===== config.mk =====
export PLATFORM = sky130hd
export DESIGN_NAME = puf_crp_controller
export DESIGN_NICKNAME = d
export VERILOG_FILES = /design/src/rtl/puf_crp_controller.sv
export SDC_FILE = /design/constraint.sdc
export NUM_CORES = 1
export LEC_CHECK = 0
export BUFFER_PORTS_ARGS = -buffer_cell sky130_fd_sc_hd__clkbuf_2
export CORE_ASPECT_RATIO = 0.5
export CORE_MARGIN = 5
export CORE_UTILIZATION = 46
export DETAILED_ROUTE_END_ITERATION = 7
export MAX_ROUTING_LAYER = met4
export PLACE_DENSITY_LB_ADDON = 0.12
export SYNTH_ARGS = -nofsm -noshare
export SYNTH_HDL_FRONTEND = slang
export SYNTH_SLANG_ARGS = --single-unit

===== constraint.sdc =====
create_clock -name clk -period 2.7 [get_ports clk]
set_clock_uncertainty 0.15 [all_clocks]
set_input_delay 0.27 -clock clk [delete_from_list [all_inputs] [get_ports clk]]
set_output_delay 0.27 -clock clk [all_outputs]
set_load 0.01 [all_outputs]

===== src/rtl/puf_crp_controller.sv =====
// -----------------------------------------------------------------------------
// puf_crp_controller
//
// Initiator side of an arbiter-PUF challenge/response interface. Each request
// latches a base challenge. For bit k the block drives challenge = seed + k
// (mod 2^C_LENGTH) and runs one or more precharge/race evaluations. It samples
// the synchronized arbiter output at the end of every race window and then
// publishes a RESP_BITS-wide response word with a one-cycle done strobe.
//
// Compile-time option:
//   PUF_MAJORITY_VOTE_EN  - when defined, every bit is evaluated VOTES times
//                           with the same challenge. The bit is the majority
//                           of those evaluations. When undefined, each bit is
//                           evaluated once and VOTES is ignored.
//
// Ports:
//   clk         system clock
//   rst_n       asynchronous active-low reset
//   start       request; only looked at while IDLE
//   seed        base challenge, captured when start is accepted
//   resp_in     arbiter output, asynchronous to clk
//   challenge   challenge vector driven to the PUF mux chain
//   pulse       race pulse driven into the PUF delay lines
//   busy        high from the cycle after acceptance until done
//   done        one-cycle strobe when resp_word is updated
//   resp_valid  high from done until the next accepted start
//   resp_word   collected response, bit k belongs to challenge seed+k
// -----------------------------------------------------------------------------
module puf_crp_controller #(
  parameter int C_LENGTH      = 8,
  parameter int RESP_BITS     = 8,
  parameter int SETTLE_CYCLES = 4,
  parameter int VOTES         = 3
) (
  input  logic                 clk,
  input  logic                 rst_n,
  input  logic                 start,
  input  logic [C_LENGTH-1:0]  seed,
  input  logic                 resp_in,
  output logic [C_LENGTH-1:0]  challenge,
  output logic                 pulse,
  output logic                 busy,
  output logic                 done,
  output logic                 resp_valid,
  output logic [RESP_BITS-1:0] resp_word
);

  // state      | meaning
  // -----------+-----------------------------------------------------------
  // S_IDLE     | waiting for start; outputs hold the last result
  // S_PRECHARGE| pulse low, challenge applied, SETTLE_CYCLES cycles
  // S_RISE     | pulse high, SETTLE_CYCLES+2 cycles, sample on last cycle
  // S_FINISH   | publish resp_word, raise done/resp_valid, drop busy
  typedef enum logic [1:0] {
    S_IDLE      = 2'd0,
    S_PRECHARGE = 2'd1,
    S_RISE      = 2'd2,
    S_FINISH    = 2'd3
  } state_t;

  localparam int IDX_W = (RESP_BITS > 1) ? $clog2(RESP_BITS) : 1;
  localparam int TMR_W = $clog2(SETTLE_CYCLES + 2);

  localparam logic [TMR_W-1:0]    TMR_ZERO  = '0;
  localparam logic [TMR_W-1:0]    TMR_ONE   = TMR_W'(1);
  localparam logic [TMR_W-1:0]    PRE_LOAD  = TMR_W'(SETTLE_CYCLES - 1);
  // The race window is two cycles longer than precharge so that the last
  // cycle sees a response that has crossed the 2-flop synchronizer.
  localparam logic [TMR_W-1:0]    RISE_LOAD = TMR_W'(SETTLE_CYCLES + 1);
  localparam logic [IDX_W-1:0]    IDX_ONE   = IDX_W'(1);
  localparam logic [IDX_W-1:0]    LAST_IDX  = IDX_W'(RESP_BITS - 1);
  localparam logic [C_LENGTH-1:0] CH_ONE    = C_LENGTH'(1);

  // Elaboration-time parameter sanity.
  if (RESP_BITS < 1 || RESP_BITS > 32) begin : g_bad_resp_bits
    $error("puf_crp_controller: RESP_BITS must be 1..32");
  end
  if (SETTLE_CYCLES < 1) begin : g_bad_settle
    $error("puf_crp_controller: SETTLE_CYCLES must be >= 1");
  end
  if (VOTES < 1 || VOTES > 7 || (VOTES % 2) == 0) begin : g_bad_votes
    $error("puf_crp_controller: VOTES must be odd and 1..7");
  end

  state_t                state_q, state_d;
  logic [TMR_W-1:0]      timer_q, timer_d;
  logic [IDX_W-1:0]      bit_idx_q, bit_idx_d;
  // challenge_q doubles as the latched seed: it is loaded with seed on
  // acceptance and then stepped by one per response bit.
  logic [C_LENGTH-1:0]   challenge_q, challenge_d;
  logic [RESP_BITS-1:0]  acc_q, acc_d;
  logic [RESP_BITS-1:0]  resp_word_q, resp_word_d;
  logic                  pulse_q, pulse_d;
  logic                  busy_q, busy_d;
  logic                  done_q, done_d;
  logic                  resp_valid_q, resp_valid_d;
  logic                  sync1_q, sync2_q;
  logic                  resp_sync;
  logic                  bit_done;
  logic                  bit_val;

`ifdef PUF_MAJORITY_VOTE_EN
  localparam logic [2:0] LAST_EVAL = 3'(VOTES - 1);
  localparam logic [2:0] HALF      = 3'(VOTES / 2);

  logic [2:0] eval_q, eval_d;
  logic [2:0] vote_q, vote_d;
  logic [2:0] ones;
`endif

  // Two-flop synchronizer for the asynchronous arbiter output.
  always_ff @(posedge clk or negedge rst_n) begin
    if (!rst_n) begin
      sync1_q <= 1'b0;
      sync2_q <= 1'b0;
    end else begin
      sync1_q <= resp_in;
      sync2_q <= sync1_q;
    end
  end

  assign resp_sync = sync2_q;

  always_ff @(posedge clk or negedge rst_n) begin
    if (!rst_n) begin
      state_q      <= S_IDLE;
      timer_q      <= '0;
      bit_idx_q    <= '0;
      challenge_q  <= '0;
      acc_q        <= '0;
      resp_word_q  <= '0;
      pulse_q      <= 1'b0;
      busy_q       <= 1'b0;
      done_q       <= 1'b0;
      resp_valid_q <= 1'b0;
`ifdef PUF_MAJORITY_VOTE_EN
      eval_q       <= '0;
      vote_q       <= '0;
`endif
    end else begin
      state_q      <= state_d;
      timer_q      <= timer_d;
      bit_idx_q    <= bit_idx_d;
      challenge_q  <= challenge_d;
      acc_q        <= acc_d;
      resp_word_q  <= resp_word_d;
      pulse_q      <= pulse_d;
      busy_q       <= busy_d;
      done_q       <= done_d;
      resp_valid_q <= resp_valid_d;
`ifdef PUF_MAJORITY_VOTE_EN
      eval_q       <= eval_d;
      vote_q       <= vote_d;
`endif
    end
  end

  always_comb begin
    state_d      = state_q;
    timer_d      = timer_q;
    bit_idx_d    = bit_idx_q;
    challenge_d  = challenge_q;
    acc_d        = acc_q;
    resp_word_d  = resp_word_q;
    busy_d       = busy_q;
    done_d       = 1'b0;
    resp_valid_d = resp_valid_q;
    bit_done     = 1'b0;
    bit_val      = 1'b0;
`ifdef PUF_MAJORITY_VOTE_EN
    eval_d       = eval_q;
    vote_d       = vote_q;
    ones         = vote_q + {2'b00, resp_sync};
`endif

    case (state_q)
      S_IDLE: begin
        if (start) begin
          state_d      = S_PRECHARGE;
          timer_d      = PRE_LOAD;
          bit_idx_d    = '0;
          challenge_d  = seed;
          busy_d       = 1'b1;
          resp_valid_d = 1'b0;
`ifdef PUF_MAJORITY_VOTE_EN
          eval_d       = '0;
          vote_d       = '0;
`endif
        end
      end

      S_PRECHARGE: begin
        if (timer_q == TMR_ZERO) begin
          state_d = S_RISE;
          timer_d = RISE_LOAD;
        end else begin
          timer_d = timer_q - TMR_ONE;
        end
      end

      S_RISE: begin
        if (timer_q != TMR_ZERO) begin
          timer_d = timer_q - TMR_ONE;
        end else begin
`ifdef PUF_MAJORITY_VOTE_EN
          if (eval_q == LAST_EVAL) begin
            bit_done = 1'b1;
            bit_val  = (ones > HALF);
            eval_d   = '0;
            vote_d   = '0;
          end else begin
            eval_d   = eval_q + 3'd1;
            vote_d   = ones;
          end
`else
          bit_done = 1'b1;
          bit_val  = resp_sync;
`endif
          if (bit_done) begin
            acc_d[bit_idx_q] = bit_val;
          end

          if (!bit_done) begin
            // Another vote on the same challenge.
            state_d = S_PRECHARGE;
            timer_d = PRE_LOAD;
          end else if (bit_idx_q == LAST_IDX) begin
            state_d = S_FINISH;
          end else begin
            state_d     = S_PRECHARGE;
            timer_d     = PRE_LOAD;
            bit_idx_d   = bit_idx_q + IDX_ONE;
            challenge_d = challenge_q + CH_ONE;
          end
        end
      end

      S_FINISH: begin
        state_d      = S_IDLE;
        resp_word_d  = acc_q;
        done_d       = 1'b1;
        resp_valid_d = 1'b1;
        busy_d       = 1'b0;
      end

      default: begin
        state_d = S_IDLE;
      end
    endcase

    // Registered so the pulse is glitch-free toward the delay lines and
    // drops with the asynchronous reset.
    pulse_d = (state_d == S_RISE);
  end

  assign challenge  = challenge_q;
  assign pulse      = pulse_q;
  assign busy       = busy_q;
  assign done       = done_q;
  assign resp_valid = resp_valid_q;
  assign resp_word  = resp_word_q;

endmodule


Word level (Yosys, flattened, before mapping)
Cells that the tools add are included.
{ "totals": {"reg_bits": 38, "in_bits": 12} }
{ "classes": {"n_addsub": 3, "order_cmp": 2, "n_eq_ne": 9, "n_mux": 26, "bitwise_logic": 1, "reduce_logical": 11} }
{ "op_table": {"columns": ["operator", "n"], "rows": [
  ["$mux 8", 3],
  ["$mux 3", 7],
  ["$pmux 8 s2", 1],
  ["$pmux 3 s3", 1],
  ["$add 8x1->8 const B", 1],
  ["$bwmux 8", 1],
  ["$mux 2", 4],
  ["$pmux 2 s4", 1],
  ["$eq 2x2->1 const B", 3],
  ["$ne 2x2->1 const B", 3],
  ["$pmux 3 s2", 1],
  ["$reduce_bool 3->1", 2],
  ["$lt 3x4->1 const B", 1],
  ["$mux 1", 4],
  ["$pmux 1 s2", 2],
  ["$reduce_and 2->1", 2],
  ["$reduce_and 4->1", 1],
  ["$reduce_bool 2->1", 2],
  ["$add 3x1->3 const B", 1],
  ["$demux 1 s3", 1],
  ["$eq 3x3->1 const B", 1],
  ["$ge 3x1->1 const B", 1],
  ["$logic_not 3->1", 1],
  ["$ne 3x3->1 const B", 1],
  ["other kinds (6)", 6]
]} }

Logic depth before layout (Yosys ltp)
{ "logic_depth": {"depth_word": 5, "depth_mapped": 9, "mapped_depth_nobuf": 6} }

Worst setup path before layout
No wires, ideal clock.
{ "synth_path": {"kind": "flip-flop to flip-flop", "startpoint": "register bit_idx_q[0]", "endpoint": "register challenge_q[3] (netlist: challenge[3])", "arrival_ns": 1.985, "required_time_ns": 2.424, "setup_slack_ns": 0.439, "path_stages_with_launch": 8, "path_buffers": 1, "path_cell_list": "dfrtp_1 ha_1 ha_1 o41a_1 or2_1 clkbuf_2 a22o_1 a311o_1"} }
{ "synth_via": {"elab_chain_len": 3} }
{ "synth_lines": {"columns": ["item", "line_no", "text"], "rows": [
  ["from (decl)", "87", "logic [IDX_W-1:0] bit_idx_q, bit_idx_d;"],
  ["from (signal assigned)", "143", "bit_idx_q <= bit_idx_d;"],
  ["$eq 3x3->1", "227", "end else if (bit_idx_q == LAST_IDX) begin"],
  ["$ne 2x2->1 (no line)", null, null],
  ["$reduce_and 4->1 (no line)", null, null],
  ["to (signal assigned)", "144", "challenge_q <= challenge_d;"],
  ["to (decl)", "90", "logic [C_LENGTH-1:0] challenge_q, challenge_d;"]
]} }
Every way passes these cells.
A chain may end at the register's enable or synchronous reset.

Final worst setup path
{ "layout_path": {"startpoint": "register bit_idx_q[1]", "endpoint": "register challenge_q[3] (netlist: challenge[3])"} }
The elaborated chain is that of the path after synthesis.

==> impl_metrics.csv <==
group,metric,value,unit
floorplanning,ioPinCount,32,
grt,grt_pass1_vias,1332,
detailed_routing,drtAntennaViolNets,0,
placement,pre_cts_ws,0.359,ns
final_layout,area_growth,19.3,%
detailed_routing,drt_pass1_iterations,4,
timing,fin_crit,2.36,ns
floorplanning,initial_core_util,0.477,
pwr,power.density,526,mW/mm^2
placement,place_hpwl,2660,um
final_layout,layout.nets,229,
critical_path,cp_num_buf_inv,1,
grt,grtUsageTotal,0.156,
clocking,clk_latency,0.28,ns
final_layout,layout-drive-gt1-share,0.286,
final_layout,nFillCells,375,
synthesis,synth_edf_count,0,
critical_path,worst_path_largest_cell_delay,0.48,ns
synthesis,synth_ff_type,"dfrtp_1",
synthesis,avgSynthCellArea,10.7,um^2
job,maxCapViolCount,0,
timing,rsz0062_at_grt,"false",
clocking,numCtsBuffers,5,
clocking,h-tree-depth,2,
pwr,ir_worst_vdd,0.211,mV
pwr,total_power,1.18,mW
timing,hold_violations,0,
grt,use_met2,0.227,
critical_path,start_kind,"flip-flop",
critical_path,path_class,"reg2reg",
final_layout,fin_util,0.570,
floorplanning,row_count,16,
grt,grt_busiest_layer,"met2",
grt,grt_overflow,0,
timing,relSlewSlack,0.383,
placement,port_buffers,31,
synthesis,ys_seq_elements,38,
detailed_routing,viasPerCell,5.35,
timing,slew_violations,0,
grt,antenna_found_initial,0,
outcome,outcome,"finished, final reports clean",
critical_path,cp-end-kind,"flip-flop",
timing,setup_viol,0,
clocking,cts_tree,"built",
detailed_routing,wl_per_cell,14.0,um
critical_path,critical_path_required,2.77,ns
timing,period_share,0.874,
critical_path,cpMostUsedCell,"ha_1",
synthesis,synth_nets,195,
synthesis,ys_types,40,
critical_path,crit_chain,"ha_1 -> ha_1 -> o41a_1 -> or2_1 -> buf_4 -> nor4b_1 -> a311o_1",
clocking,root_buffer,"clkbuf_8",
critical_path,cp.arrival,2.43,ns
synthesis,synthesis.area,0.00187,mm^2
min_path,hp-class,"in2reg",
grt,met3_usage,0.0476,
synthesis,ys_seq_area_frac,0.508,
detailed_routing,postRouteWirelength,3690,um
timing,hold_ws,0.0593,ns
clocking,post_cts_resized,0,
final_layout,antenna_cells,0,
detailed_routing,drc,0,
detailed_routing,drt-initial-drc-count,68,
placement,gp_congestion,0.855,
final_layout,fin_cells,264,
timing,max_freq,424,MHz
synthesis,ys_warn_count,0,
final_layout,fin_area,0.00223,mm^2
floorplanning,fp.dieArea,0.00553,mm^2
floorplanning,core,0.00392,mm^2
synthesis,async_flop_share,1.00,
timing,tns,0,ns
clocking,clk_pin_slew,0.08,ns
critical_path,crit_fanout,13,
clocking,clock_path_buffers,2,
synthesis,syn_inst,175,
floorplanning,die_h,55.1,um
detailed_routing,vias,1413,
placement,place_area,0.00208,mm^2
floorplanning,dieWidth,100,um
grt,grt_max_degree,39,
timing,worst_slew_pin_slew,0.926,ns
grt,grt_use_met1,0.213,
grt,grt_pass1_wl,6390,um
clocking,cts_sinks,38,
critical_path,critPathTopFamily,"simple AND/OR/NAND/NOR gates",
critical_path,critPathSlowestCell,"dfrtp_1",
pwr,leakage,1.05,nW
placement,placed_cells,254,
timing,setup_slack,0.340,ns
## state kept, by name, indices dropped and copies added (netlist names)
signal	count
acc_q	8
challenge	8
resp_word	8
bit_idx_q	3
timer_q	3
state_q	2
busy	1
done	1
pulse	1
resp_sync	1
resp_valid	1
sync1_q	1
## power by group
part / switching (mW) / internal, mW
clock network: 0.199 / 0.370
logic: 0.0167 / 0.0120
registers: 0.00367 / 0.574
## cell type report
class | instances | area [um^2] | share of cell area
Timing Repair Buffer | 37 | 205 | 0.0918
Sequential cell | 38 | 951 | 0.426
Tap cell | 54 | 67.6 | 0.0302
Clock inverter | 3 | 68.8 | 0.0308
Inverter | 5 | 18.8 | 0.00840
Multi-Input combinational cell | 122 | 855 | 0.382
Clock buffer | 5 | 68.8 | 0.0308
## synth_stat cells (2+ instances only)
library cell  count  area [um^2]
nand4_1           2         12.5
nor3_1            8         40.0
nor3b_1           3         22.5
a22o_1            3         26.3
nand2_1          14         52.6
a31oi_1           2         12.5
nand3_1           7         35.0
buf_2             2         10.0
nand3b_1          3         22.5
nor2b_1           3         18.8
nor2_1            8         30.0
mux2i_1           3         30.0
a21oi_1           6         30.0
dfrtp_1          38          951
and3_1            2         12.5
o21bai_1          3         22.5
o22ai_1           2         12.5
nor4b_1           2         17.5
ha_1              8          100
clkbuf_1          6         22.5
mux2_2           16          180
o21ai_0          10         50.1
o21ai_1           3         15.0
inv_1             5         18.8
## worst reg2reg max path, cell delays in order, from the launching register on
cell and delay (ns):
dfrtp_1 0.48, ha_1 0.23, ha_1 0.21, o41a_1 0.37, or2_1 0.26, buf_4 0.19
nor4b_1 0.27, a311o_1 0.14
## cells by family after synthesis
family                     count (synthesis)  share of synthesized area
DFF                                       38                      0.508
adders and majority gates                  8                     0.0534
and+or+nand+nor                           56                      0.154
AOI/OAI and AO/OA                         39                      0.136
muxes                                     19                      0.112
buffers and inverters                     15                     0.0361
## cells in the final DEF, fill, tap and decap left out, types with 4 or more instances in the layout
master | Yosys | routed
a21oi_1 | 6 | 6
buf_4 | 0 | 4
clkbuf_2 | 1 | 31
clkbuf_8 | 0 | 5
dfrtp_1 | 38 | 38
ha_1 | 8 | 8
inv_1 | 5 | 5
mux2_2 | 16 | 16
nand2_1 | 14 | 14
nand3_1 | 7 | 7
nor2_1 | 8 | 8
nor3_1 | 8 | 8
o21ai_0 | 10 | 10
## path summary, 6_finish.rpt
check / start / endpoint / slack (ns) / depth (start not counted)
worst max-delay path: bit_idx_q[1] / challenge[3] / 0.34 / 7
worst min-delay path: seed[4] / challenge[4] / 0.06 / 3
worst max register to register: bit_idx_q[1] / challenge[3] / 0.34 / 7
worst min register to register: sync1_q / resp_sync / 0.21 / 0
max in group asynchronous: rst_n / challenge[4] / 1.32 / 2
min in group asynchronous: rst_n / acc_q[1] / 0.50 / 2
## metal layers
layer | routed length [um] | up-vias
li1 | - | 700
met5 | 0 | -
met3 | 200 | 5
met4 | 22 | 0
met1 | 1960 | 670
met2 | 1500 | 38
## timing repair
action / CTS / global route
buffers inserted: 0 / 0
hold endpoints to repair: 14 / 0
hold buffers: 2 / 0
No activity file was read; power rests on OpenSTA's default activity.
